### src/rtl/rst_gen_pkg.sv
// Shared types for the reset generator: FSM state and reset-cause encodings.
package rst_gen_pkg;

  typedef enum logic [1:0] {
    S_POR  = 2'd0,
    S_RUN  = 2'd1,
    S_HOLD = 2'd2,
    S_WAIT = 2'd3
  } rst_gen_state_t;

  typedef enum logic [1:0] {
    CAUSE_POR = 2'd0,
    CAUSE_BTN = 2'd1,
    CAUSE_WDT = 2'd2
  } rst_cause_t;

endpackage

### src/rtl/btn_deb.sv
// Push-button conditioner: 2-FF synchroniser plus saturating low/high run counters
// producing a one-cycle press pulse and a level released flag.
module btn_deb #(
  parameter int unsigned DEBOUNCE_CYCLES = 1_000_000
) (
  input  logic clk_i,
  input  logic rst_n_i,
  input  logic btn_n_i,
  output logic press,
  output logic released
);

  localparam int unsigned CW = $clog2(DEBOUNCE_CYCLES + 1);
  localparam logic [CW-1:0] CNT_MAX  = CW'(DEBOUNCE_CYCLES);
  localparam logic [CW-1:0] CNT_PRE  = CW'(DEBOUNCE_CYCLES - 1);
  localparam logic [CW-1:0] CNT_ONE  = CW'(1);
  localparam logic [CW-1:0] CNT_ZERO = CW'(0);

  logic          sync1_r;
  logic          sync2_r;
  logic          btn_s;
  logic [CW-1:0] low_cnt_r;
  logic [CW-1:0] high_cnt_r;
  logic          press_r;

  // Synchroniser resets high so an idle button never looks pressed.
  always_ff @(posedge clk_i or negedge rst_n_i) begin
    if (!rst_n_i) begin
      sync1_r <= 1'b1;
      sync2_r <= 1'b1;
    end else begin
      sync1_r <= btn_n_i;
      sync2_r <= sync1_r;
    end
  end

  assign btn_s = sync2_r;

  // Run-length counters; press fires on the edge the low run becomes exactly DEBOUNCE_CYCLES.
  always_ff @(posedge clk_i or negedge rst_n_i) begin
    if (!rst_n_i) begin
      low_cnt_r  <= CNT_ZERO;
      high_cnt_r <= CNT_ZERO;
      press_r    <= 1'b0;
    end else begin
      if (btn_s) begin
        low_cnt_r <= CNT_ZERO;
      end else if (low_cnt_r != CNT_MAX) begin
        low_cnt_r <= low_cnt_r + CNT_ONE;
      end else begin
        low_cnt_r <= low_cnt_r;
      end

      if (!btn_s) begin
        high_cnt_r <= CNT_ZERO;
      end else if (high_cnt_r != CNT_MAX) begin
        high_cnt_r <= high_cnt_r + CNT_ONE;
      end else begin
        high_cnt_r <= high_cnt_r;
      end

      press_r <= !btn_s && (low_cnt_r == CNT_PRE);
    end
  end

  assign press    = press_r;
  assign released = (high_cnt_r == CNT_MAX);

endmodule

### src/rtl/rst_gen.sv
// Reset generator: POR stretch, debounced button reset and optional watchdog,
// with minimum reset width and last-cause reporting. Watchdog enabled by RST_GEN_WDT_EN.
module rst_gen
  import rst_gen_pkg::*;
#(
  parameter int unsigned POR_CYCLES      = 1024,
  parameter int unsigned DEBOUNCE_CYCLES = 1_000_000,
  parameter int unsigned HOLD_CYCLES     = 4096,
  parameter int unsigned WDT_CYCLES      = 50_000_000
) (
  input  logic       clk_i,
  input  logic       rst_n_i,
  input  logic       btn_n_i,
`ifdef RST_GEN_WDT_EN
  input  logic       wdt_kick_i,
`endif
  output logic       rst_n_o,
  output logic [1:0] rst_cause_o
);

  localparam int unsigned POR_W  = $clog2(POR_CYCLES + 1);
  localparam int unsigned HOLD_W = $clog2(HOLD_CYCLES + 1);
  localparam logic [POR_W-1:0]  POR_LAST  = POR_W'(POR_CYCLES);
  localparam logic [POR_W-1:0]  POR_ONE   = POR_W'(1);
  localparam logic [POR_W-1:0]  POR_ZERO  = POR_W'(0);
  localparam logic [HOLD_W-1:0] HOLD_LAST = HOLD_W'(HOLD_CYCLES - 1);
  localparam logic [HOLD_W-1:0] HOLD_ONE  = HOLD_W'(1);
  localparam logic [HOLD_W-1:0] HOLD_ZERO = HOLD_W'(0);

  rst_gen_state_t    state_r;
  rst_gen_state_t    state_nxt_s;
  rst_cause_t        cause_r;
  rst_cause_t        cause_nxt_s;
  logic              rst_n_r;
  logic [POR_W-1:0]  por_cnt_r;
  logic [HOLD_W-1:0] hold_cnt_r;
  logic              press_s;
  logic              released_s;
  logic              wdt_to_s;

  btn_deb #(
    .DEBOUNCE_CYCLES(DEBOUNCE_CYCLES)
  ) u_btn_deb (
    .clk_i    (clk_i),
    .rst_n_i  (rst_n_i),
    .btn_n_i  (btn_n_i),
    .press    (press_s),
    .released (released_s)
  );

`ifdef RST_GEN_WDT_EN
  localparam int unsigned WDT_W = $clog2(WDT_CYCLES + 1);
  localparam logic [WDT_W-1:0] WDT_LAST = WDT_W'(WDT_CYCLES);
  localparam logic [WDT_W-1:0] WDT_ONE  = WDT_W'(1);
  localparam logic [WDT_W-1:0] WDT_ZERO = WDT_W'(0);

  logic [WDT_W-1:0] wdt_cnt_r;

  // Watchdog counts RUN cycles since RUN entry or the last kick.
  always_ff @(posedge clk_i or negedge rst_n_i) begin
    if (!rst_n_i) begin
      wdt_cnt_r <= WDT_ZERO;
    end else if ((state_r == S_RUN) && (state_nxt_s == S_RUN) && !wdt_kick_i) begin
      wdt_cnt_r <= wdt_cnt_r + WDT_ONE;
    end else begin
      wdt_cnt_r <= WDT_ZERO;
    end
  end

  // A kick in the terminal-count cycle suppresses the timeout.
  assign wdt_to_s = (state_r == S_RUN) && (wdt_cnt_r == WDT_LAST) && !wdt_kick_i;
`else
  assign wdt_to_s = 1'b0;
`endif

  // Next-state and cause selection; button has priority over watchdog.
  always_comb begin
    state_nxt_s = state_r;
    cause_nxt_s = cause_r;
    case (state_r)
      S_POR: begin
        if (por_cnt_r == POR_LAST) state_nxt_s = S_RUN;
        else                       state_nxt_s = S_POR;
      end
      S_RUN: begin
        if (press_s) begin
          state_nxt_s = S_HOLD;
          cause_nxt_s = CAUSE_BTN;
        end else if (wdt_to_s) begin
          state_nxt_s = S_HOLD;
          cause_nxt_s = CAUSE_WDT;
        end else begin
          state_nxt_s = S_RUN;
        end
      end
      S_HOLD: begin
        if (hold_cnt_r == HOLD_LAST) state_nxt_s = S_WAIT;
        else                         state_nxt_s = S_HOLD;
      end
      S_WAIT: begin
        if (released_s) state_nxt_s = S_RUN;
        else            state_nxt_s = S_WAIT;
      end
      default: begin
        state_nxt_s = S_POR;
        cause_nxt_s = CAUSE_POR;
      end
    endcase
  end

  // State, interval counters and registered outputs.
  always_ff @(posedge clk_i or negedge rst_n_i) begin
    if (!rst_n_i) begin
      state_r    <= S_POR;
      cause_r    <= CAUSE_POR;
      rst_n_r    <= 1'b0;
      por_cnt_r  <= POR_ZERO;
      hold_cnt_r <= HOLD_ZERO;
    end else begin
      state_r <= state_nxt_s;
      cause_r <= cause_nxt_s;
      rst_n_r <= (state_nxt_s == S_RUN);

      if ((state_r == S_POR) && (state_nxt_s == S_POR)) por_cnt_r <= por_cnt_r + POR_ONE;
      else                                              por_cnt_r <= POR_ZERO;

      if ((state_r == S_HOLD) && (state_nxt_s == S_HOLD)) hold_cnt_r <= hold_cnt_r + HOLD_ONE;
      else                                                hold_cnt_r <= HOLD_ZERO;
    end
  end

  assign rst_n_o     = rst_n_r;
  assign rst_cause_o = cause_r;

endmodule

### config.mk
export PLATFORM = sky130hd
export DESIGN_NAME = rst_gen
export DESIGN_NICKNAME = d
export VERILOG_FILES = /design/src/rtl/rst_gen_pkg.sv /design/src/rtl/btn_deb.sv /design/src/rtl/rst_gen.sv
export SDC_FILE = /design/constraint.sdc
export NUM_CORES = 1
export LEC_CHECK = 0
export ABC_AREA = 1
export CORE_MARGIN = 1.5
export CORE_UTILIZATION = 55
export CTS_CLUSTER_SIZE = 25
export DETAILED_ROUTE_END_ITERATION = 16
export PLACE_DENSITY = 0.78
export SYNTH_ARGS = -nofsm -noshare
export SYNTH_HDL_FRONTEND = slang
export SYNTH_SLANG_ARGS = --single-unit
### constraint.sdc
create_clock -name clk_i -period 3 [get_ports clk_i]
set_input_delay 0.75 -clock clk_i [delete_from_list [all_inputs] [get_ports clk_i]]
set_output_delay 0.75 -clock clk_i [all_outputs]
set_load 0.01 [all_outputs]
==> results.py <==
metrics = {
    "logic_synthesis": {
        "synthCells": 550,
        "synth_area_leaders": "dfrtp_1 (43%), nand2_1 (12%), nor2_1 (10%)",
        "synth_cell_types": 35,
        "syn_area_um2": 4050,
        "ys_seq_area_share_pct": 43.9,
        "synth_common_cells": "nand2_1 (128), nor2_1 (112), inv_1 (70)",
        "ys_ff_latch": 71,
        "syn_area_per_cell_um2": 7.36,
        "synth_fp_nets": 560,
        "synth_area_leader_cell": "dfrtp_1",
        "synthFlopType": "dfrtp_1",
        "yosysWarnings": 0,
        "synth-async-reset-ratio_pct": 100,
        "synth_top_area_share_pct": 42.6,
        "synth-edff-count": 0,
        "yosysMostFrequentCell": "nand2_1",
    },
    "layout": {
        "layout.nets": 571,
        "utilization_pct": 60.7,
        "multi_input_area_um2": 1960,
        "syn_to_final_growth_pct": 7.63,
        "n_fill_cell": 668,
        "final_layout_size_suffix_gt1_share_pct": 9.19,
        "antenna_cells": 0,
        "seqCellArea_um2": 1780,
    },
    "sta": {
        "period_minus_slack_ps": 1960,
        "hold_viol_final": 0,
        "rsz0062_at_grt": "no",
        "worst_pin_slew_ps": 895,
        "finClkSkew_ps": 8.10,
        "setup_viol": 0,
        "finalSetupTns_ps": 0,
        "max_freq_mhz": 510,
        "maxSlewHeadroom_pct": 40.3,
        "drv_slew": 0,
        "period_share_pct": 65.3,
    },
    "drt": {
        "vias": 3386,
        "drt-pass1-iter-count": 5,
        "first_iter_violations": 138,
        "drc": 0,
        "final_antenna_net_count": 0,
        "viasPerCell": 5.09,
        "wl_um": 7890,
        "wl_per_cell_um": 11.9,
    },
    "worst_hold_path": {
        "hold_class": "flip-flop to flip-flop",
    },
    "clock_tree": {
        "clk_latency_ps": 340,
        "tritoncts": "yes",
        "clock-sinks": 71,
        "cts_buffers": 9,
        "root_buffer": "clkbuf_8",
        "cts.htree.levels": 3,
        "cts_setup_buffers": 0,
        "cts_buffer_depth": 2,
        "clk_pin_slew_ps": 70,
        "cts_hold_buffers": 0,
        "cts_resized": 0,
    },
    "outcome": {
        "status": "completed",
    },
    "global_routing": {
        "grt.busiest_layer": "met2",
        "track_usage_pct": 22.5,
        "antenna_found_initial": 0,
        "grt_pass1_vias": 3159,
        "use_met3_pct": 4.57,
        "grt_remaining_overflow": 0,
        "grt_max_degree": 42,
        "globalRouteMet1Util_pct": 29.3,
        "grt_first_pass_wirelength_um": 13700,
        "grt_util_met2_pct": 37.3,
    },
    "setup_path": {
        "path_cells": "clkdlybuf4s50_1",
        "critical_path.top_delay_family": "buffers and inverters",
        "path_buf_inv": 1,
        "crit_path_end_kind": "output pin",
        "crit_path_start_kind": "flip-flop",
        "crit_fanout": 2,
        "worstPathRequired_ps": 2250,
        "critical_path_class": "flip-flop to output pin",
        "slowest_delay_ps": 530,
        "crit_arrival_ps": 1210,
        "slowest_stage": "clkdlybuf4s50_1",
    },
    "power_and_ir_drop": {
        "power_density_nw_per_um2": 391,
        "p_leak_nw": 1.92,
        "peakVddDrop_v": 0.000226,
    },
    "die": {
        "num_io_pins": 6,
        "die-area_um2": 7890,
        "initial_utilization_pct": 56.4,
        "die_h_um": 88.8,
        "fp.coreArea_um2": 7180,
        "rows": 31,
        "die_w_um": 88.8,
    },
    "place": {
        "dp_hpwl_um": 5870,
        "portBuffers": 4,
        "gp_congestion": 0.863,
    },
    "run": {
        "drv_cap": 0,
    },
}
[cell families (layout without fill, tap and decap cells)]
logic type | count (synthesis) | after routing | share of synthesized area (%)
DFF | 71 | 71 | 43.9
and+or+nand+nor | 335 | 335 | 36.6
xor gates and xnor gates | 21 | 21 | 4.54
other | 1 | 1 | 0.0926
adders and majority gates | 7 | 7 | 2.16
AOI/OAI and AO/OA | 37 | 37 | 5.01
buffers and inverters | 78 | 94 | 7.66
[metal layers]
layer	vias to the layer above	routed length (um)
li1	1736	-
met4	0	116
met2	62	3720
met5	-	0
met3	9	282
met1	1579	3770
[stage by stage]
stage	cell area (um2)	hold slack, ps	setup slack (ps)	cells	power (mW)
after floorplan	4050	345	1680	550	1.03
after global placement	4190	348	1320	649	1.06
after detailed placement	4190	353	1310	649	1.06
after CTS	4360	360	1020	665	1.73
after global routing	4360	354	972	665	1.78
final	4360	356	1040	665	1.70
[report_power, final]
| part | leakage [nW] | switching, mW | total (mW) | internal (mW) |
|---|---|---|---|---|
| clock network | 0.0861 | 0.344 | 0.663 | 0.319 |
| logic | 0.867 | 0.0425 | 0.0605 | 0.0180 |
| registers | 0.966 | 0.0140 | 0.980 | 0.966 |
[final timing paths]
path | start | endpoint | slack [ps] | cells past startpoint
setup / recovery | rst_cause_o[0] | rst_cause_o[0] | 1040 | 1
setup reg to reg | u_btn_deb.btn_s | u_btn_deb.low_cnt_r[13] | 1300 | 3
min in group asynchronous | rst_n_i | por_cnt_r[0] | 530 | 1
hold reg to reg | u_btn_deb.sync1_r | u_btn_deb.btn_s | 360 | 0
max in group asynchronous | rst_n_i | u_btn_deb.sync1_r | 1730 | 2
hold / removal | u_btn_deb.sync1_r | u_btn_deb.btn_s | 360 | 0
[cells in the final DEF, fill, tap and decap left out, types with 3 or more instances in the layout]
cell | Yosys | layout
clkinv_2 | 0 | 3
ha_1 | 7 | 7
xor2_1 | 20 | 20
buf_4 | 2 | 4
dfrtp_1 | 69 | 69
nand2_2 | 9 | 9
nor2_2 | 9 | 9
nand4_1 | 11 | 11
o21ai_0 | 12 | 12
a21oi_1 | 17 | 17
nor2_4 | 6 | 6
nor3_1 | 16 | 16
nand3_1 | 35 | 35
clkbuf_8 | 0 | 10
nor2_1 | 112 | 112
clkdlybuf4s50_1 | 0 | 3
nand2_1 | 128 | 128
inv_1 | 70 | 70
[sequential cells by signal (all words and copies together), names as in the netlist]
| name | flops |
|---|---|
| u_btn_deb.sync1_r | 1 |
| rst_n_o | 1 |
| u_btn_deb.high_cnt_r | 20 |
| rst_cause_o | 1 |
| u_btn_deb.press | 1 |
| por_cnt_r | 11 |
| u_btn_deb.low_cnt_r | 20 |
| u_btn_deb.btn_s | 1 |
| hold_cnt_r | 13 |
| state_r | 2 |
[layout make-up]
cell class / count / area share, %
Sequential cell: 71 / 40.8
Clock buffer: 12 / 3.33
Multi-Input combinational cell: 401 / 45.0
Inverter: 70 / 6.03
Tap cell: 99 / 2.84
Timing Repair Buffer: 8 / 1.49
Clock inverter: 4 / 0.517
Note: power is estimated with default switching activity, not from simulation.
==> edit (same settings) <==
`DEBOUNCE_CYCLES` is set to 1_000_000 in 2 places; all go to 500_000.
--- a/src/rtl/btn_deb.sv
+++ b/src/rtl/btn_deb.sv
@@ -2,5 +2,5 @@
 // producing a one-cycle press pulse and a level released flag.
 module btn_deb #(
-  parameter int unsigned DEBOUNCE_CYCLES = 1_000_000
+  parameter int unsigned DEBOUNCE_CYCLES = 500_000
 ) (
   input  logic clk_i,
--- a/src/rtl/rst_gen.sv
+++ b/src/rtl/rst_gen.sv
@@ -5,5 +5,5 @@
 #(
   parameter int unsigned POR_CYCLES      = 1024,
-  parameter int unsigned DEBOUNCE_CYCLES = 1_000_000,
+  parameter int unsigned DEBOUNCE_CYCLES = 500_000,
   parameter int unsigned HOLD_CYCLES     = 4096,
   parameter int unsigned WDT_CYCLES      = 50_000_000
Formal check against the unedited RTL: no difference found for any inputs over 10 cycles, from zero or initial values and one cycle with rst_n_i low; that may be too few to reach the edited logic, so the function may still have changed.
==> edit against the unedited design <==
  * Power rose by 9.1%
  * Wire length is 6.9% lower
  * Area after synthesis shrank 6.3%
  * Count of clock-buffer cells in the layout is 2 lower
  * Via count down 8.2%
  * Sequential cell count shrank 2
  * Worst hold slack improved by 0.012 ns
  * Worst setup slack worse by 0.0088 ns
  * Cell area decreased by 5.4%
  * Critical path depth is the same
  * Largest cell class unchanged
==> edit: results (changes against the unedited design) <==
Crit path DAT - 1.22 ns
Iteration count of the initial detailed-routing pass - 4 (was 5)
Peak supply drop - 0.000275 V (was 0.000226 V)
Initial antenna violation count - 0 (unchanged)
Final period util - 0.656 (was 0.653)
Routed length per instance - 12.4 µm (was 11.9 µm)
Number of distinct library cells after synthesis - 30 (was 35)
Crit path max fanout - 2 (unchanged)
GRT Residual Overflow - 0 (unchanged)
Adder-Cell Fraction of Synth Area - 0.0231 (was 0.0216)
Largest cells by area after synthesis - dfrtp_1 (44%), nor2_1 (11%), nand2_1 (11%) (was dfrtp_1 (43%), nand2_1 (12%), nor2_1 (10%))
Synth warn - 0 (unchanged)
ANT cells - 0 (unchanged)
# resized after CTS - 0 (unchanged)
Clk pin slew, worst setup/hold paths - 0.08 ns
Worst min path class - primary input to asynchronous set/reset pin (was flip-flop to flip-flop)
Lkg Pwr - 1.74 nW (was 1.92 nW)
Biggest regs - u_btn_deb.high_cnt_r (19), u_btn_deb.low_cnt_r (19), hold_cnt_r (13) (was u_btn_deb.high_cnt_r (20), u_btn_deb.low_cnt_r (20), hold_cnt_r (13))
CP max stage cell - clkdlybuf4s50_1 (unchanged)
Largest net degree at the start of global routing - 26 (was 42)
Clk Latency, worst-skew pair - 0.34 ns (about the same)
IO Port Bufs - 4 (unchanged)
Register area share after synthesis - 0.456 (was 0.439)
Total Routing Usage GR - 0.223 (was 0.225)
Hpwl dp - 5290 µm (was 5870 µm)
RePlAce Congestion - 0.858 (was 0.863)
Ys async rst share - 1.00 (unchanged)
DR vias/cell - 5.24 (was 5.09)
Clock Skew - 0.0100 ns (was 0.00810 ns)
Compound-Gate Fraction of Synth Area - 0.0422 (was 0.0501)
Pre-CTS setup slack - 1.36 ns (was 1.31 ns)
Total CTS buffers - 9 (unchanged)
DR iter-0 viols - 201 (was 138)
Synth top cells by count - nor2_1 (110), nand2_1 (107), dfrtp_1 (67), inv_1 (51), nand3_1 (33) (was nand2_1 (128), nor2_1 (112), inv_1 (70), dfrtp_1 (69), nand3_1 (35))
Status - finished clean (unchanged)
Mux share of post-synthesis cell area - 0 (unchanged)
Worst r2r src - u_btn_deb.btn_s$_DFF_PN1_ (unchanged)
Post-CTS Setup Repair Bufs - 0 (unchanged)
Number of flops mapped to enable cells by yosys - 0 (unchanged)
XOR/XNOR share of the synthesized area - 0.0646 (was 0.0454)
CP max stage delay - 0.53 ns (about the same)
Vias in the first global route - 2,956 (was 3,159)
Nets - 518 (was 571)
R2r endpoint - u_btn_deb.low_cnt_r[1]$_DFFE_PN0P_ (was u_btn_deb.low_cnt_r[13]$_DFFE_PN0P_)
Synth Net Count - 508 (was 560)
Fill cells - 570 (was 668)
First-pass GRT wire length - 13,000 µm (was 13,700 µm)
Worst slew pin tran - 0.748 ns (was 0.895 ns)
Layout cell share with drive strength beyond 1 - 0.0877 (was 0.0919)
Clock Tree Root - clkbuf_8 (unchanged)
Number of H-tree levels - 3 (unchanged)
Crit path from - rst_cause_o[0]$_DFFE_PN0P_ (unchanged)
## edit: power by group
group	switching, mW	internal (mW)
Sequential	0.0138	0.938
Combinational	0.0392	0.0151
Clock	0.362	0.489
Total	0.415	1.44
## edit: area by class of cell
type / instances / area share
sequential: 69 / 0.419
inverter: 55 / 0.0501
multi-input combinational: 367 / 0.440
tap: 80 / 0.0243
clock inverter: 6 / 0.0209
timing repair buffer: 6 / 0.0121
clock buffer: 10 / 0.0334
## edit: stage by stage
| step | total power, mW | instance area (µm²) | hold WS [ns] | instances |
|---|---|---|---|---|
| floorplan | 0.998 | 3790 | 0.345 | 498 |
| global placement | 1.02 | 3900 | 0.348 | 577 |
| detailed placement | 1.03 | 3900 | 0.350 | 577 |
| CTS | 1.87 | 4120 | 0.371 | 593 |
| global route | 1.93 | 4120 | 0.369 | 593 |
| finish | 1.86 | 4120 | 0.368 | 593 |
## edit: layer usage
layer	global-route usage	part of all wire
met1	0.289	0.48
met2	0.369	0.48
met3	0.0395	0.030
met4	0.0953	0.017
met5	0	0
